[config.mk]
export PLATFORM = sky130hd
export DESIGN_NAME = shift_add_mult_flat
export DESIGN_NICKNAME = d
export VERILOG_FILES = /design/src/rtl/shift_add_mult_if.sv /design/src/rtl/shift_add_mult.sv /design/src/flat_wrapper.sv
export SDC_FILE = /design/constraint.sdc
export NUM_CORES = 1
export LEC_CHECK = 0
export CORE_MARGIN = 4
export CORE_UTILIZATION = 50
export CTS_CLUSTER_SIZE = 20
export DETAILED_ROUTE_END_ITERATION = 10
export PLACE_DENSITY_LB_ADDON = 0.3
export RECOVER_POWER = 25
export SLEW_MARGIN = 20
export SYNTH_ARGS = -nofsm -noshare
export SYNTH_HDL_FRONTEND = slang
export SYNTH_SLANG_ARGS = --single-unit
[constraint.sdc]
create_clock -name clk -period 2.6 [get_ports clk]
set_input_delay 0.52 -clock clk [delete_from_list [all_inputs] [get_ports clk]]
set_output_delay 0.52 -clock clk [all_outputs]
set_load 0.005 [all_outputs]
[src/rtl/shift_add_mult_if.sv]
// Handshake and data bundle for shift_add_mult. The testbench drives the master side
// and the multiplier implements the slave side.
interface shift_add_mult_if #(
    parameter int WIDTH = 4
);
    logic                   start;
    logic                   signed_mode;
    logic [WIDTH-1:0]       m;
    logic [WIDTH-1:0]       q;
    logic                   busy;
    logic                   done;
    logic [2*WIDTH-1:0]     p;

    modport master (
        output start, signed_mode, m, q,
        input  busy, done, p
    );

    modport slave (
        input  start, signed_mode, m, q,
        output busy, done, p
    );
endinterface

[src/rtl/shift_add_mult.sv]
// Sequential shift-and-add multiplier. Signed operands are handled as sign-magnitude:
// the magnitudes are multiplied and the product is negated at the end, so latency never varies.
module shift_add_mult #(
    parameter int WIDTH     = 4,
    parameter bit SIGNED_EN = 1'b1
) (
    input  logic            clk,
    input  logic            rst,
    shift_add_mult_if.slave bus
);
    localparam int CW = $clog2(WIDTH + 1);

    typedef enum logic [1:0] {IDLE, CALC, DONE} state_t;

    state_t               state_q, state_d;
    logic [2*WIDTH-1:0]   acc_q, acc_d;
    logic [2*WIDTH-1:0]   p_q, p_d;
    logic [WIDTH-1:0]     m_mag_q, m_mag_d;
    logic                 neg_q, neg_d;
    logic [CW-1:0]        cnt_q, cnt_d;

    logic                 eff_signed;
    logic                 m_neg, q_neg;
    logic [WIDTH-1:0]     m_abs, q_abs;
    logic [WIDTH:0]       sum;
    logic [2*WIDTH-1:0]   step_acc;

    assign eff_signed = SIGNED_EN && bus.signed_mode;
    assign m_neg      = eff_signed && bus.m[WIDTH-1];
    assign q_neg      = eff_signed && bus.q[WIDTH-1];
    // The most negative value maps to 2^(WIDTH-1), which still fits as an unsigned magnitude.
    assign m_abs      = m_neg ? -bus.m : bus.m;
    assign q_abs      = q_neg ? -bus.q : bus.q;

    // Upper half accumulates; the lower half holds the multiplier being shifted out.
    assign sum      = {1'b0, acc_q[2*WIDTH-1:WIDTH]} + (acc_q[0] ? {1'b0, m_mag_q} : '0);
    assign step_acc = {sum, acc_q[WIDTH-1:1]};

    always_comb begin
        state_d = state_q;
        acc_d   = acc_q;
        p_d     = p_q;
        m_mag_d = m_mag_q;
        neg_d   = neg_q;
        cnt_d   = cnt_q;
        case (state_q)
            IDLE: begin
                if (bus.start) begin
                    m_mag_d = m_abs;
                    acc_d   = {{WIDTH{1'b0}}, q_abs};
                    neg_d   = m_neg ^ q_neg;
                    cnt_d   = CW'(WIDTH);
                    state_d = CALC;
                end
            end
            CALC: begin
                acc_d = step_acc;
                cnt_d = cnt_q - CW'(1);
                if (cnt_q == CW'(1)) begin
                    // Negating a zero product yields zero, so no negative zero can appear.
                    p_d     = neg_q ? -step_acc : step_acc;
                    state_d = DONE;
                end
            end
            DONE: begin
                state_d = IDLE;
            end
            default: begin
                state_d = IDLE;
            end
        endcase
    end

    always_ff @(posedge clk) begin
        if (rst) begin
            state_q <= IDLE;
            acc_q   <= '0;
            p_q     <= '0;
            m_mag_q <= '0;
            neg_q   <= 1'b0;
            cnt_q   <= '0;
        end else begin
            state_q <= state_d;
            acc_q   <= acc_d;
            p_q     <= p_d;
            m_mag_q <= m_mag_d;
            neg_q   <= neg_d;
            cnt_q   <= cnt_d;
        end
    end

    assign bus.busy = (state_q != IDLE);
    assign bus.done = (state_q == DONE);
    assign bus.p    = p_q;
endmodule

[src/flat_wrapper.sv]
// flat-port wrapper written by rule: the top's interface ports become plain ports
module shift_add_mult_flat 
#(
    parameter int WIDTH     = 4,
    parameter bit SIGNED_EN = 1'b1
)
  (clk, rst, bus_start, bus_signed_mode, bus_m, bus_q, bus_busy, bus_done, bus_p);
  shift_add_mult_if #(.WIDTH(WIDTH)) bus_i ();
  input  logic clk;
  input  logic rst;
  input wire logic [$bits(bus_i.start)-1:0] bus_start;
  input wire logic [$bits(bus_i.signed_mode)-1:0] bus_signed_mode;
  input wire logic [$bits(bus_i.m)-1:0] bus_m;
  input wire logic [$bits(bus_i.q)-1:0] bus_q;
  output wire logic [$bits(bus_i.busy)-1:0] bus_busy;
  output wire logic [$bits(bus_i.done)-1:0] bus_done;
  output wire logic [$bits(bus_i.p)-1:0] bus_p;
  assign bus_i.start = bus_start;
  assign bus_i.signed_mode = bus_signed_mode;
  assign bus_i.m = bus_m;
  assign bus_i.q = bus_q;
  assign bus_busy = bus_i.busy;
  assign bus_done = bus_i.done;
  assign bus_p = bus_i.p;
  shift_add_mult #(.WIDTH(WIDTH), .SIGNED_EN(SIGNED_EN)) u_core (.clk(clk), .rst(rst), .bus(bus_i));
endmodule
==> reports/qor.txt <==
Synth Area in Simple Gates -> 22.8%
Reg2reg end -> u_core.bus.p[7]
RR Startpoint -> u_core.acc_q[0]
Pint -> 540 uW
YS warnings -> 0
Net count after synthesis -> 197
Crit. End Element -> flop
Clock Latency Late Sink -> 310 ps
Crit-path leading delay family -> simple AND/OR/NAND/NOR gates
# DRC -> 0
Post-placement cell count -> 222
Outcome -> complete, no violations
RSZ-0062 raised after global routing -> false
I/O pins -> 22
Power share of the combinational group -> 19.7%
Port Buffers -> 21
Synth Register Bits -> 26
CTS sink cnt -> 26
Final wirelength -> 2890 um
Longest Clk Path Bufs -> 2
Post-route ant nets -> 0
Clock-pin slew of the registers on the worst-case setup and hold paths -> 130 ps
Layout cell share with drive strength beyond 1 -> 2.56%
Number of synthesized flops with an enable pin -> 0
Sw frac -> 27.8%
P&R area growth vs syn -> 18.9%
Remaining global-route overflow -> 0
Final period util -> 85.3%
Die height -> 60.8 um
Area contributors post-synth -> dfxtp_1 (37%), ha_1 (8.1%), nor2_1 (7.0%)
Drt via density -> 5.61
PwrDens -> 452 nW/um2
CTS tree -> built
Number of global-route vias before repair -> 1,166
Most frequent cells in the layout -> nor2_1 (26), dfxtp_1 (26), nand2_1 (21), clkdlybuf4s50_1 (19), a21oi_1 (15)
Crit Path Category -> reg -> reg
Critical path depth -> 8
DRT Pass-1 Iters -> 4
Rows -> 18
Routed len/inst -> 12.8 um
Syn avg cell area -> 7.96 um2
Synth cell types -> 28
Asr flop ratio synth -> 0%
Initial antenna violation count -> 0
Initial drt markers -> 35
Synth Area in XOR/XNOR -> 5.66%
Syn Inst Count -> 175
Count of buffer and inverter cells on the critical path -> 0
Max-cap violations -> 0
Worst hold path class -> reg -> reg
Final hold violations -> 0
Final HPWL DP -> 2370 um
Post-synth top area share -> 37.3%
Maximum VDD drop -> 0.367 mV
GRT Overall Usage -> 17.8%
Post-CTS Hold Fix Bufs -> 0
First-pass GRT wire length -> 4970 um
TNS Setup -> 0 ps
Synth Area in Adders -> 9.52%
Clock Skew -> 4.09 ps
Crit path to -> u_core.bus.p[7]
Routed vias -> 1,262
Crit-path max cell delay -> 410 ps
H-tree levels -> 1
Max-slew violations -> 0
Sequential share of power -> 58.2%
Post-synth top flop -> dfxtp_1
Die area -> 3700 um2
ANT cells -> 0
Post_cts resized -> 0
CP Launch Type -> flop
Combinational family with the most area after synthesis -> simple AND/OR/NAND/NOR gates
Seq/Total Area, Yosys -> 37.3%
Design Power -> 748 uW
R2r worst-path depth -> 8
Switching pwr -> 208 uW
Worst Tran Pin Value -> 737 ps
Synth Area in Compound Gates -> 18.7%
Clock root buffer master -> clkbuf_4
Pin count of the biggest net entering global routing -> 14
Req. time, crit path -> 2830 ps
Post-route cell area -> 1660 um2
Crit-path max FO -> 5
Die width -> 60.8 um
Placed cell area -> 1640 um2
GP Congestion -> 0.790
Min Clock Period, post-route -> 2220 ps
Largest area contributor in the synthesized netlist -> dfxtp_1
Clock network fraction of total power -> 22.1%
Multiplexer area fraction after synthesis -> 1.44%
Crit-path cells -> and2_1 > ha_1 > fa_1 > xor2_1 > or3_1 > nor2_1 > mux2i_1 > o32ai_1
Core area -> 2570 um2
Fin cells -> 225
Leakage power -> 0.676 nW
Max Fclk -> 0.451 GHz
Internal reg-to-reg setup slack -> 380 ps
Setup bufs post-CTS -> 0
# setup viols final -> 0
CP arrival -> 2440 ps
CP max stage cell -> fa_1
Synthesized cell area -> 1390 um2
# nets final -> 219
Rel. slew slack -> 50.7%
CTS Buf Count -> 3
Starting density of the core -> 54.3%
Worst setup startpoint -> u_core.acc_q[0]
==> cells by family (layout without fill, tap and decap cells) <==
logic type	after synthesis	count (layout)
AOI/OAI and AO/OA	40	40
xor gates and xnor gates	9	9
adders and majority gates	10	10
buffers and inverters	17	37
DFF	26	26
muxes	2	2
and+or+nand+nor	71	71
==> metal layers <==
metal / GRT usage, % / wire length (um)
met1: 21.6 / 1290
met2: 31.6 / 1440
met3: 2.77 / 126
met4: 6.50 / 36
met5: 0 / 0
==> final cells by class <==
class | count | area [um2]
Clock buffer | 3 | 22.5
Timing Repair Buffer | 25 | 233
Fill cell | 243 | 911
Inverter | 9 | 33.8
Multi-Input combinational cell | 132 | 810
Tap cell | 30 | 37.5
Sequential cell | 26 | 520
==> cell usage after synthesis, drive strengths merged, types with 3 or more instances <==
library cell,instances
xnor2,3
a211oi,6
nor2b,3
nand3,9
inv,9
nand2b,3
ha,9
a311oi,3
o31ai,4
xor2,6
dfxtp,26
nand2,21
a31oi,3
nor2,26
and2,5
clkbuf,8
a21oi,15
==> worst min path at each step <==
stage               depth (start not counted)           endpoint               from  slack [ps]
finish                                      2  u_core.m_mag_q[0]  u_core.m_mag_q[0]         460
global route                                2    u_core.bus.p[5]    u_core.bus.p[5]         500
CTS                                         2  u_core.m_mag_q[0]  u_core.m_mag_q[0]         460
detailed placement                          2  u_core.m_mag_q[0]  u_core.m_mag_q[0]         440
global placement                            2    u_core.bus.p[5]    u_core.bus.p[5]         440
floorplan                                   2  u_core.m_mag_q[0]  u_core.m_mag_q[0]         430
==> power groups by stage <==
stage	clock (mW)	sequential, mW	combinational, mW
final	0.165	0.436	0.147
after global routing	0.187	0.439	0.167
after CTS	0.172	0.435	0.152
after detailed placement	0	0.444	0.151
after global placement	0	0.443	0.144
after floorplan	0	0.439	0.0953
==> worst min-delay path: stages, from the launching register on <==
cell	delay [ps]
dfxtp_1	330
nand2_1	50
a21oi_1	50
==> state kept, by name, indices dropped and copies added, names as in the netlist <==
register        flops
u_core.cnt_q        3
u_core.bus.p        8
u_core.m_mag_q      4
u_core.acc_q        8
u_core.neg_q        1
u_core.state_q      2
==> through the flow <==
step                setup slack, ps  utilization [%]  hold WS, ps
floorplan                       537                -          432
global placement                485             63.9          440
detailed placement              411             63.9          443
CTS                             393             64.8          462
global route                    290             64.5          500
finish                          382             64.5          462
Power figures use the tool's default switching activity.
